[src/rtl/midi_in_parser.sv]
// MIDI input receiver and message parser: oversampled UART framing on clk,
// running-status message assembly, real-time bypass and per-channel filtering.
module midi_in_parser #(
  parameter int CLKS_PER_BIT = 3200,
  parameter int SYNC_STAGES  = 2
) (
  input  logic        clk,
  input  logic        rst,
  input  logic        midi_rx,
  input  logic [15:0] channel_mask,
  output logic        msg_valid,
  output logic [7:0]  status_out,
  output logic [7:0]  data1_out,
  output logic [7:0]  data2_out,
  output logic [1:0]  bytes_cnt,
  output logic        rt_valid,
  output logic [7:0]  rt_byte,
  output logic        sysex_active,
  output logic        framing_err
);

  localparam int CW = $clog2(CLKS_PER_BIT);
  localparam logic [CW-1:0] BIT_LAST  = CW'(CLKS_PER_BIT - 1);
  localparam logic [CW-1:0] HALF_LAST = CW'(CLKS_PER_BIT / 2 - 1);

  localparam logic [2:0] S_IDLE       = 3'd0;
  localparam logic [2:0] S_START      = 3'd1;
  localparam logic [2:0] S_DATA       = 3'd2;
  localparam logic [2:0] S_STOP       = 3'd3;
  localparam logic [2:0] S_BREAK_WAIT = 3'd4;

  logic [SYNC_STAGES-1:0] sync_q;
  logic                   rx;
  logic [2:0]             rx_state;
  logic [CW-1:0]          clk_cnt;
  logic [2:0]             bit_idx;
  logic [7:0]             shift_q;
  logic                   byte_stb;

  // NOTE: synchroniser resets to the idle-high line level so a reset release
  // never looks like a start bit.
  always_ff @(posedge clk or negedge rst) begin
    if (!rst) sync_q <= '1;
    else      sync_q <= {sync_q[SYNC_STAGES-2:0], midi_rx};
  end

  assign rx = sync_q[SYNC_STAGES-1];

  // NOTE: strobes get a non-blocking default of 0 at the top of the clocked
  // block, so each branch only has to raise them for a single cycle.
  always_ff @(posedge clk or negedge rst) begin
    if (!rst) begin
      rx_state    <= S_IDLE;
      clk_cnt     <= '0;
      bit_idx     <= '0;
      shift_q     <= '0;
      byte_stb    <= 1'b0;
      framing_err <= 1'b0;
    end else begin
      byte_stb    <= 1'b0;
      framing_err <= 1'b0;
      case (rx_state)
        S_IDLE: begin
          if (!rx) begin
            clk_cnt  <= '0;
            rx_state <= S_START;
          end
        end
        S_START: begin
          if (clk_cnt == HALF_LAST) begin
            clk_cnt  <= '0;
            bit_idx  <= '0;
            rx_state <= rx ? S_IDLE : S_DATA;
          end else begin
            clk_cnt <= clk_cnt + 1'b1;
          end
        end
        S_DATA: begin
          if (clk_cnt == BIT_LAST) begin
            clk_cnt <= '0;
            shift_q <= {rx, shift_q[7:1]};
            bit_idx <= bit_idx + 1'b1;
            if (bit_idx == 3'd7) rx_state <= S_STOP;
          end else begin
            clk_cnt <= clk_cnt + 1'b1;
          end
        end
        S_STOP: begin
          if (clk_cnt == BIT_LAST) begin
            clk_cnt <= '0;
            if (rx) begin
              byte_stb <= 1'b1;
              rx_state <= S_IDLE;
            end else begin
              framing_err <= 1'b1;
              rx_state    <= S_BREAK_WAIT;
            end
          end else begin
            clk_cnt <= clk_cnt + 1'b1;
          end
        end
        S_BREAK_WAIT: begin
          if (rx) rx_state <= S_IDLE;
        end
        default: rx_state <= S_IDLE;
      endcase
    end
  end

  // Parser: run_status == 0 means no running status (valid statuses have MSB set).
  logic [7:0] run_status;
  logic [1:0] exp_cnt;
  logic       have_d1;
  logic [7:0] d1_q;

  always_ff @(posedge clk or negedge rst) begin
    if (!rst) begin
      run_status   <= '0;
      exp_cnt      <= '0;
      have_d1      <= 1'b0;
      d1_q         <= '0;
      msg_valid    <= 1'b0;
      status_out   <= '0;
      data1_out    <= '0;
      data2_out    <= '0;
      bytes_cnt    <= '0;
      rt_valid     <= 1'b0;
      rt_byte      <= '0;
      sysex_active <= 1'b0;
    end else begin
      msg_valid <= 1'b0;
      rt_valid  <= 1'b0;
      if (byte_stb) begin
        if (&shift_q[7:3]) begin
          rt_valid <= 1'b1;
          rt_byte  <= shift_q;
        end else if (shift_q[7]) begin
          have_d1      <= 1'b0;
          sysex_active <= (shift_q == 8'hF0);
          run_status   <= '0;
          exp_cnt      <= 2'd3;
          if (shift_q[7:4] != 4'hF) begin
            run_status <= shift_q;
            exp_cnt    <= (shift_q[7:5] == 3'b110) ? 2'd2 : 2'd3;
          end else begin
            case (shift_q[3:0])
              4'h1, 4'h3: begin
                run_status <= shift_q;
                exp_cnt    <= 2'd2;
              end
              4'h2: begin
                run_status <= shift_q;
                exp_cnt    <= 2'd3;
              end
              4'h6: begin
                msg_valid  <= 1'b1;
                status_out <= shift_q;
                data1_out  <= '0;
                data2_out  <= '0;
                bytes_cnt  <= 2'd1;
              end
              default: ;
            endcase
          end
        end else if (!sysex_active && run_status[7]) begin
          if (!have_d1 && exp_cnt == 2'd3) begin
            d1_q    <= shift_q;
            have_d1 <= 1'b1;
          end else begin
            // Message complete: system-common messages do not keep running status.
            have_d1 <= 1'b0;
            if (run_status[7:4] == 4'hF) run_status <= '0;
            if (run_status[7:4] == 4'hF || channel_mask[run_status[3:0]]) begin
              msg_valid  <= 1'b1;
              status_out <= run_status;
              data1_out  <= have_d1 ? d1_q : shift_q;
              data2_out  <= have_d1 ? shift_q : 8'h00;
              bytes_cnt  <= exp_cnt;
            end
          end
        end
      end
    end
  end

endmodule

[config.mk]
export PLATFORM = sky130hd
export DESIGN_NAME = midi_in_parser
export DESIGN_NICKNAME = d
export VERILOG_FILES = /design/src/rtl/midi_in_parser.sv
export SDC_FILE = /design/constraint.sdc
export NUM_CORES = 1
export LEC_CHECK = 0
export ABC_AREA = 0
export CAP_MARGIN = 40
export CELL_PAD_IN_SITES_DETAIL_PLACEMENT = 0
export CELL_PAD_IN_SITES_GLOBAL_PLACEMENT = 2
export CORE_ASPECT_RATIO = 1.4
export CORE_MARGIN = 2
export CORE_UTILIZATION = 39
export DETAILED_ROUTE_END_ITERATION = 7
export PLACE_DENSITY = 0.94
export SYNTH_ARGS = -nofsm -noshare
export SYNTH_HDL_FRONTEND = slang
export SYNTH_SLANG_ARGS = --single-unit
[constraint.sdc]
create_clock -name clk -period 4.09 [get_ports clk]
set_clock_uncertainty 0.05 [all_clocks]
set_input_delay 0.818 -clock clk [delete_from_list [all_inputs] [get_ports clk]]
set_output_delay 0.818 -clock clk [all_outputs]
set_load 0.01 [all_outputs]
---- Word-level counts from Yosys, hierarchy flattened ----
Index checks and enable logic that the tools add are counted.
storage, ports and cells
  register bits after elaboration ......... 85
  output and inout bits ................... 38
  input bits .............................. 19
  word-level logic and storage cells ...... 144
operators by class
  reduce and logical (&&, ||, !) cells .... 25
  magnitude comparators ................... 1
  multiplexer cells ....................... 70
  $add $sub $neg .......................... 2
  bitwise gates (word level) .............. 2
  equality and inequality tests ........... 25
operator list
  kind                   count
  $mux 8                 22
  $mux 12                3
  $pmux 12 s3            1
  $mux 3                 9
  $mux 1                 23
  $ne 2x2->1 const B     8
  $pmux 3 s5             1
  $reduce_and 5->1       3
  $mux 2                 7
  $mux 7                 2
  $add 12x1->12 const B  1
  $eq 12x11->1 const B   1
  $eq 12x12->1 const B   1
  $reduce_and 6->1       2
  $eq 3x3->1 const B     3
  $reduce_and 3->1       3
  $eq 4x2->1 const B     2
  $eq 8x8->1 const B     1
  $reduce_bool 2->1      4
  $reduce_and 7->1       1
  $eq 3x2->1 const B     2
  $pmux 3 s2             1
  $lt 4x5->1 const B     1
  $bmux 1 s4             1
  other kinds (17)       22

---- Depth between registers and ports, before layout ----
Gate-level depths: netlist (run 1).
  depth after elaboration ................. 9
  depth in mapped cells ................... 7
  depth with buffers taken out ............ 6

---- Least setup slack after synthesis (run 1) ----
OpenSTA, ideal clock, no wires.
  kind .................................... input to register
  from .................................... in channel_mask[5]
  to ...................................... reg data1_out[3]
  arrival ................................. 2.217 ns
  setup time .............................. 0.125 ns
  buffers on the path ..................... 1
  slack ................................... 1.698 ns
  cell stages on the path ................. 6
  required time ........................... 3.915 ns
  cells stage by stage .................... mux4_2 or2_0 a31oi_2 a21oi_2 buf_6 mux2_4
on the way
  word-level cells in the longest chain between the ends .. 5
ends and longest elaborated chain
  element                       RTL line  RTL
  from (decl)                   10        input logic [15:0] channel_mask,
  $bmux 1 s4                    173       if (run_status[7:4] == 4'hF || channel_mask[run_status[3:0]]) begin
  $mux 1 (implied by the code)  173
  $logic_or 1x1->1              173
  $reduce_bool 2->1 (no line)   n/a
  $reduce_and 7->1 (no line)    n/a
  to (signal assigned)          176       data1_out <= have_d1 ? d1_q : shift_q;
  to (decl)                     13        output logic [7:0] data1_out,
No other way between the ends. The select of a mux whose other input is x is not followed.
A chain may end at the register's enable or synchronous reset.

---- Worst setup path after layout (run 1) ----
Same ends and word-level chain as after synthesis.

==> results.cfg, run 1 <==
[status]
status = finished, final reports clean

[hold_path]
min_from = sync_q[0]$_DFF_PN1_
hp-class = register to register

[worst_setup_path]
crit_path_top_delay_cell = mux4_2
cp-endpoint = data1_out[3]$_DFFE_PN0P_
cp_top_family = multiplexers
critPathMaxStageDelay_ps = 460
ff2ff_setup_slack_ps = 1790
crit_cells = 7
crit_path_start_kind = input pin
critPathBufInv = 2
path_class = input pin to register
cp_data_arrival_time_ps = 2730
path_cells = clkdlybuf4s50_1 > mux4_2 > or2_0 > a31oi_2 > a21oi_2 > buf_4 > mux2_4
reg2reg_from = run_status[0]$_DFFE_PN0P_
cp.required_ps = 4260
cp-startpoint = channel_mask[5]
worst-path-max-fanout = 25
endpoint_kind = register
r2r_cells = 6
timing.rr.end = data1_out[3]$_DFFE_PN0P_

[logic_synthesis]
synth_area_um2 = 3940
synthDominantCellAreaShare_pct = 51.5
synth.area.mux_share_pct = 17.2
synth_compound_area_share_pct = 11.6
synth_fa_ha_area_share_pct = 0.954
synth_edf_count = 0
synth_area_per_cell_um2 = 11.9
ys_types = 55
ys_top_cells_by_count = dfrtp_1 (81), mux2_2 (31), nand2_1 (20), nor2_1 (20), o21ai_0 (17)
ys_ff_latch = 83
yosys.area_share.simple_pct = 13.0
synth_most_common_cell = dfrtp_1
synth_top_family_by_area = multiplexers
synth_top_cell_by_area = dfrtp_1
yosysWarnings = 0
async_reset_ff_share_pct = 100
synthCells = 332
ys_seq_area_share_pct = 52.8
synth_area_leaders = dfrtp_1 (52%), mux2_2 (8.9%), mux2_4 (3.8%)
yosys.area_share.xor_xnor_pct = 0.223
synth_ff_type = dfrtp_1

[sta]
slew_violations = 0
finalCriticalPeriod_ps = 2560
slew_headroom_pct = 54.5
tightestPinTransition_ps = 682
hold_viol = 0
setup_viol = 0
rsz0062_at_grt = false
fmax_ghz = 0.391
fin_crit_sh_pct = 62.6
tns_ps = 0

[die]
fp.dieH_um = 123
core_area_um2 = 9850
row_count = 43
die_w_um = 88.9
die_area_um2 = 10900
ioPinCount = 57
start_util_pct = 40.0

[global_route]
grt.total_usage_pct = 15.1
met1_usage_pct = 18.4
grtUsageMet2_pct = 25.8
grt-busiest-layer = met2
grt_pass1_vias = 2666
grtUsageMet3_pct = 3.43
antenna_found_initial = 0
grt_max_degree = 52
overflow = 0
grt_pass1_wl_um = 12800

[route]
drc_errors = 0
wire_per_inst_um = 14.6
drt-pass1-iter-count = 4
vias_per_cell = 5.01
drt_iter0_drc = 124
routed_wirelength_um = 7640
final_antenna_net_count = 0
via_count = 2618

[final_layout]
nNetsFinal = 405
drive_above_1_share_pct = 20.1
area_growth_syn_to_layout_pct = 24.8
multi_input_area_um2 = 1700
fill_cells = 891
fin_cells = 523
num_antenna_cells = 0
seq_area_um2 = 2080

[placement]
dp_hpwl_um = 5470
dpl.cell_count = 507
gp_congestion = 0.794
io_buffers = 54

[power_and_ir_drop]
power_frac_comb_pct = 3.1
share_clk_of_total_power_pct = 49.6
switchingPower_w = 0.000349
switching_share_pct = 19.9
seq_power_share_pct = 47.3
p_int_w = 0.00141
p_leak_nw = 2.23
power_density_nw_per_um2 = 357
peakVddDrop_v = 0.000206

[cts]
htree_levels = 3
numCtsBuffers = 9
cts_tree = yes
cts_root_buf = clkbuf_16
cts_hold_buf = 0
clockBufferDepth = 2
cts.repair.resized = 0
cts_num_sinks = 83
clkSlewWorstSetupHoldPaths_ps = 60
postCtsSetupRepairBufs = 0
clock_latency_ps = 330

[flow_run]
max_cap_viol_count = 0
-- sequential cells by signal, summed over array words and instances, names as in the netlist --
| register | flops |
|---|---|
| framing_err | 1 |
| clk_cnt | 12 |
| status_out | 8 |
| msg_valid | 1 |
| rt_valid | 1 |
| exp_cnt | 2 |
| byte_stb | 1 |
| rt_byte | 8 |
| bit_idx | 3 |
| data2_out | 7 |
| sysex_active | 1 |
| rx_state | 3 |
| have_d1 | 1 |
| sync_q | 2 |
| bytes_cnt | 2 |
| run_status | 8 |
| d1_q | 7 |
| data1_out | 7 |
| shift_q | 8 |
-- routing by layer --
metal	wire (um)	share of wire [%]	vias up
met3	215	2.8	7
met5	0	0	-
met1	3230	42	1285
met2	4090	53	37
met4	105	1.4	0
li1	-	-	1289
-- cell usage in the layout, fill, tap and decap left out, types with 2 or more instances in the layout --
cell and count:
bufinv_16 2, nor2_1 20, a21oi_1 9, ha_1 3, mux2i_1 11, conb_1 2
clkbuf_16 9, mux2_4 10, mux2_2 31, nor3_1 8, nand4_1 2, nor4_1 2
nand2b_1 7, or3_1 2, and3_1 2, a21o_1 8, nand3_1 8, dfrtp_1 81
nor2b_1 2, a31oi_1 2, nor3b_1 4, nand2_1 20, o2bb2ai_1 7, dfstp_2 2
inv_1 13, mux4_2 3, o21ai_0 17, or3_2 2, nand3b_1 3, buf_4 4
a22o_1 11, clkdlybuf4s50_1 53, clkinvlp_4 2
-- stage by stage --
stage	cell area (um^2)	utilization (%)	hold WS (ps)	power (W)	setup slack (ps)
2_1_floorplan	3940	-	295	0.000857	1700
3_3_place_gp	4560	46.3	297	0.000896	1200
3_5_place_dp	4580	46.6	297	0.000901	1190
4_1_cts	4910	49.9	306	0.00178	1540
5_1_grt	4910	49.9	313	0.00182	1450
6_report	4910	49.9	306	0.00176	1530
-- cell type report --
cell class | instances | share of cell area [%]
Sequential cell | 83 | 42.3
Inverter | 13 | 0.993
Tap cell | 135 | 3.44
Clock inverter | 6 | 1.81
Multi-Input combinational cell | 218 | 34.6
Clock buffer | 10 | 4.86
Timing Repair Buffer | 58 | 12.0
-- how the worst min path moves through the flow --
stage / cells after the start / to
6_report: 0 / sync_q[1]$_DFF_PN1_
5_1_grt: 0 / sync_q[1]$_DFF_PN1_
4_1_cts: 0 / sync_q[1]$_DFF_PN1_
3_5_place_dp: 0 / sync_q[1]$_DFF_PN1_
3_3_place_gp: 0 / sync_q[1]$_DFF_PN1_
2_1_floorplan: 0 / sync_q[1]$_DFF_PN1_
-- power groups by stage --
| stage | sequential (W) | clock (W) | combinational [W] |
|---|---|---|---|
| final | 0.000830 | 0.000871 | 0.0000543 |
| after detailed placement | 0.000845 | 0 | 0.0000564 |
| after global routing | 0.000830 | 0.000930 | 0.0000611 |
| after CTS | 0.000830 | 0.000896 | 0.0000566 |
| after global placement | 0.000845 | 0 | 0.0000514 |
| after floorplan | 0.000847 | 0 | 0.00000965 |
-- logic make-up after synthesis --
| family | after synthesis |
|---|---|
| xor gates and xnor gates | 1 |
| muxes | 55 |
| DFF | 83 |
| other | 1 |
| adders and majority gates | 3 |
| and+or+nand+nor | 94 |
| buffers and inverters | 32 |
| AOI/OAI and AO/OA | 63 |
Power figures use the tool's default switching activity.
==> run 2: changes to the inputs <==
- CORE_UTILIZATION: 39 -> 36
- PLACE_DENSITY: 0.94 -> 0.88
- clock period: 4.09 -> 2.5 ns (I/O delays scaled with it)
==> results.cfg, run 2 (same netlist as run 1, synthesis figures left out) <==
[status]
status = finished, final reports clean

[global_route]
antenna_found_initial = 0
grt_max_degree = 34
overflow = 0
grt_pass1_wl_um = 14100
grt_pass1_vias = 2816
grt.total_usage_pct = 15.3

[final_layout]
fin_cells = 544
fill_cells = 1021
num_antenna_cells = 0
nNetsFinal = 420
mostFrequentLayoutCell = dfrtp_1
drive_above_1_share_pct = 23.1
largest_reg_flops = 12
regMostFlops = clk_cnt
area_growth_syn_to_layout_pct = 27.3
layout_common_cells = dfrtp_1 (81), clkdlybuf4s50_1 (53), mux2_2 (31)

[worst_setup_path]
critPathMaxStageDelay_ps = 550
endpoint_kind = register
path_class = register to register
crit_path_top_delay_cell = dfrtp_1
cp.required_ps = 2680
ff2ff_setup_slack_ps = 240
worst-path-max-fanout = 23
crit_path_start_kind = register
path_cells = mux4_2 > or2_0 > a31oi_2 > a21oi_2 > buf_12 > mux2_4
cp_data_arrival_time_ps = 2440

[sta]
hold_viol = 0
setup_viol = 0
fmax_ghz = 0.442
slew_headroom_pct = 57.6
slew_violations = 0
rsz0062_at_grt = false
tightestPinTransition_ps = 636
finalCriticalPeriod_ps = 2260
fin_crit_sh_pct = 90.4

[cts]
postCtsSetupRepairBufs = 0
htree_levels = 3
cts_num_sinks = 83
numCtsBuffers = 9
cts_tree = yes
cts_hold_buf = 0
clkSlewWorstSetupHoldPaths_ps = 60
cts.repair.resized = 0
clockBufferDepth = 2
cts_root_buf = clkbuf_16
clock_latency_ps = 340

[hold_path]
hp-class = input pin to asynchronous set/reset pin

[die]
die_area_um2 = 11800
row_count = 45
die_w_um = 92.4
core_area_um2 = 10800
start_util_pct = 36.6
ioPinCount = 57
fp.dieH_um = 128

[route]
routed_wirelength_um = 8170
wire_per_inst_um = 15.0
drc_errors = 0
drt-pass1-iter-count = 4
vias_per_cell = 5.06
drt_iter0_drc = 76
final_antenna_net_count = 0
via_count = 2753

[power_and_ir_drop]
power_density_nw_per_um2 = 562
power_w = 0.00282
peakVddDrop_v = 0.000379
p_leak_nw = 2.30

[placement]
gp_congestion = 0.768
dp_hpwl_um = 5890
dpl.cell_count = 528
io_buffers = 54

[flow_run]
max_cap_viol_count = 0
[run 2: cell types whose count changed in the layout (fill, tap and decap cells not counted), sizes merged]
| cell | previous run | this run |
|---|---|---|
| buf | 5 | 20 |
| bufinv | 2 | 1 |
| clkinvlp | 2 | 1 |
| inv | 13 | 15 |
[run 2: final timing paths]
| path | startpoint | depth (start not counted) | to |
|---|---|---|---|
| setup / recovery | run_status[0]$_DFFE_PN0P_ | 6 | status_out[3]$_DFFE_PN0P_ |
| hold / removal | rst | 1 | status_out[0]$_DFFE_PN0P_ |
| setup reg to reg | run_status[0]$_DFFE_PN0P_ | 6 | status_out[3]$_DFFE_PN0P_ |
| hold reg to reg | sync_q[0]$_DFF_PN1_ | 0 | sync_q[1]$_DFF_PN1_ |
| max in group asynchronous | rst | 2 | sync_q[0]$_DFF_PN1_ |
| min in group clk | sync_q[0]$_DFF_PN1_ | 0 | sync_q[1]$_DFF_PN1_ |
[run 2: metal layers]
| metal | vias up | wire length (um) | track usage (%) |
|---|---|---|---|
| met5 | - | 0 | 0 |
| met4 | 0 | 191 | 6.85 |
| met3 | 17 | 241 | 4.06 |
| met2 | 49 | 4230 | 25.8 |
| met1 | 1361 | 3510 | 18.4 |
| li1 | 1326 | - | - |
[run 2: worst max-delay path: cells and delay by family, from the launching register on]
kind	cells	cell delay (ps)
muxes	2	850
AOI/OAI and AO/OA	2	280
DFF	1	550
buffers and inverters	1	180
and+or+nand+nor	1	230
[run 2: metrics by stage]
stage / utilization [%] / TNS (ps) / cell area, um^2 / hold slack [ps] / setup WS (ps)
5_1_grt: 46.6 / 0 / 5010 / 70.1 / 119
6_report: 46.6 / 0 / 5010 / 42.4 / 240
4_1_cts: 46.6 / 0 / 5010 / 58.7 / 217
2_1_floorplan: - / 0 / 3940 / 154 / 399
3_5_place_dp: 43.7 / -241 / 4700 / 297 / -35.0
3_3_place_gp: 43.7 / -127 / 4700 / 297 / -15.9
[run 2: layout make-up]
type                       count  area, um^2  share of cell area (%)
clock buffer                  10         239                    4.77
multi-input combinational    218        1700                    33.9
clock inverter                 6        72.6                    1.45
inverter                      13        48.8                   0.974
timing repair buffer          73         693                    13.8
sequential                    83        2080                    41.5
tap                          141         176                    3.52
[run 2: where the power goes]
group	total, W	switching [W]	internal, W
Combinational	0.0000886	0.0000418	0.0000468
Clock	0.00137	0.000559	0.000811
Sequential	0.00136	0.00000537	0.00135
Total	0.00282	0.000606	0.00221
==> variant: new RTL, flow settings as in run 2 <==
Register the output `status_out` once more; this adds one clock of latency there. The other outputs are not delayed to match.
--- a/src/rtl/midi_in_parser.sv
+++ b/src/rtl/midi_in_parser.sv
@@ -29,4 +29,6 @@
   localparam logic [2:0] S_STOP       = 3'd3;
   localparam logic [2:0] S_BREAK_WAIT = 3'd4;
+
+  logic [7:0] status_s0;
 
   logic [SYNC_STAGES-1:0] sync_q;
@@ -121,5 +123,5 @@
       d1_q         <= '0;
       msg_valid    <= 1'b0;
-      status_out   <= '0;
+      status_s0    <= '0;
       data1_out    <= '0;
       data2_out    <= '0;
@@ -155,5 +157,5 @@
               4'h6: begin
                 msg_valid  <= 1'b1;
-                status_out <= shift_q;
+                status_s0 <= shift_q;
                 data1_out  <= '0;
                 data2_out  <= '0;
@@ -173,5 +175,5 @@
             if (run_status[7:4] == 4'hF || channel_mask[run_status[3:0]]) begin
               msg_valid  <= 1'b1;
-              status_out <= run_status;
+              status_s0 <= run_status;
               data1_out  <= have_d1 ? d1_q : shift_q;
               data2_out  <= have_d1 ? shift_q : 8'h00;
@@ -184,4 +186,8 @@
   end
 
+  always_ff @(posedge clk) begin
+    status_out <= status_s0;
+  end
+
 endmodule
 
Function: same outputs for any inputs over 4 cycles, from zero or initial values and one cycle with rst low; that may be too few to reach the edited logic, so the function may still have changed.
==> variant against run 2 <==
Synthesized area up 6.2%; worst setup slack worse by 0.050 ns; global-route usage fell by 0.50 points; total power up 6.9%; design area rose by 5.0%; largest cell class unchanged; sequential cell count grew 8; wire length increased by 5.7%; via count up 4.3%.
==> variant: results (changes against run 2) <==
- Outcome: complete, no violations
- VDD IR max: 0.356 mV (-6.0%)
- Total number of vias: 2,872 (+4.3%)
- Top sig layer: met4
- Clock transition at the registers of the reported paths: 0.06 ns (about the same)
- Async set or reset register ratio after synthesis: 91.2% (-8.8 points)
- Yosys cell types: 52 (-5.5%)
- Number of port buffers: 54 (unchanged)
- Initial DRC count: 100 (+32%)
- Placement Cell Area: 4930 um^2 (+5.0%)
- Worst-path maximum fanout: 14 (-39%)
- FILL cells: 1,024 (+0.29%)
- WL met1: 3750 um (+6.8%)
- CP peak stage delay: 0.61 ns (+0.06 ns)
- Met3 Wirelength: 338 um (+40%)
- Post-DP HPWL: 6110 um (+3.7%)
- Crit path max-delay family: compound AO/OA/AOI/OAI gates
- Slowest CP cell: dfrtp_1
- Met2 wire length: 4330 um (+2.2%)
- Num CTS Buffers: 9 (unchanged)
- Leak: 0.00253 uW (+10%)
- Post-synthesis sequential area ratio: 53.6% (+0.75 points)
- HP Class: input port to asynchronous set/reset pin
- Share of cells above drive strength 1: 20.7% (-2.4 points)
- Skew-Pair Late Insertion Delay: 0.34 ns (about the same)
- DR pass1 iterations: 4 (unchanged)
- Initial antenna violation count: 0 (unchanged)
- WL/cell: 15.2 um (+0.88%)
- Routing usage on met3: 2.69% (-1.4 points)
- Largest cells by area after synthesis: dfrtp_1 (49%), mux2_2 (7.3%), mux2i_1 (4.3%), dfxtp_1 (3.8%), mux2_4 (3.6%)
- Slew @ Worst Pin: 0.613 ns (-0.0234 ns)
- Yosys warning count: 0 (unchanged)
- H-tree levels: 3 (unchanged)
- Met2 Resource Use GR: 24.7% (-1.1 points)
- Largest net degree at the start of global routing: 44 (+29%)
- Largest register FFs: 12 (unchanged)
- Final Wtd Congestion: 0.799 (+4.1%)
- Root Buffer: clkbuf_16
- First-pass GRT wire length: 14,500 um (+2.5%)
- Most common library cells after synthesis: dfrtp_1 (81), nand2_1 (37), mux2_2 (27)
- CTS resizes: 0 (unchanged)
- GRT Resource Usage Total: 14.8% (-0.50 points)
- Nets: 443 (+5.5%)
- Inserted Diodes: 0 (unchanged)
- Met1 Usage GRT: 17.9% (-0.45 points)
==> variant: power by group <==
group	switching (uW)	internal [uW]	leakage, uW
sequential	1.66	1470	0.00116
combinational	34.5	32.2	0.00122
clock	540	928	0.000159
total	577	2430	0.00253
==> variant: cell families (layout without fill, tap and decap cells) <==
logic type	count (synthesis)	in the layout	share of synthesized area, %
and+or+nand+nor	118	118	15.1
DFF	91	91	53.6
muxes	58	58	16.8
AOI/OAI and AO/OA	52	52	8.98
buffers and inverters	39	100	4.13
adders and majority gates	3	3	0.898
xor gates and xnor gates	2	2	0.419
other	1	2	0.0897
==> variant: worst paths after layout <==
path                          startpoint      endpoint  depth (start not counted)  slack (ns)
max                        run_status[0]  data1_out[0]                          6        0.19
min                                  rst  status_s0[4]                          1         0.1
max reg2reg                run_status[0]  data1_out[0]                          6        0.19
min reg2reg                    sync_q[0]     sync_q[1]                          0        0.31
max in group asynchronous            rst     sync_q[0]                          2        1.61
min in group clk               sync_q[0]     sync_q[1]                          0        0.31
==> variant: through the flow <==
step           util (%)  instances  setup WS (ns)  setup TNS (ns)
2_1_floorplan         -        365          0.347               0
3_3_place_gp       43.4        553         -0.124           -1.95
3_5_place_dp       43.5        554         -0.151           -2.29
4_1_cts            46.4        570          0.177               0
5_1_grt            46.4        570         0.0289               0
6_report           46.4        570          0.189               0
==> variant: final cells by class <==
class	count	area share, %
Multi-Input combinational cell	235	33.7
Tap cell	144	3.43
Clock inverter	4	1.38
Clock buffer	12	4.88
Timing Repair Buffer	71	13.1
Inverter	13	0.928
Sequential cell	91	42.6
==> variant: worst register-to-register path: cells and delay by family (launching register included) <==
kind	cells	cell delay (ns)
compound gates	2	0.76
buf+inv	1	0.20
flops	1	0.61
simple gates	2	0.23
mux	1	0.35
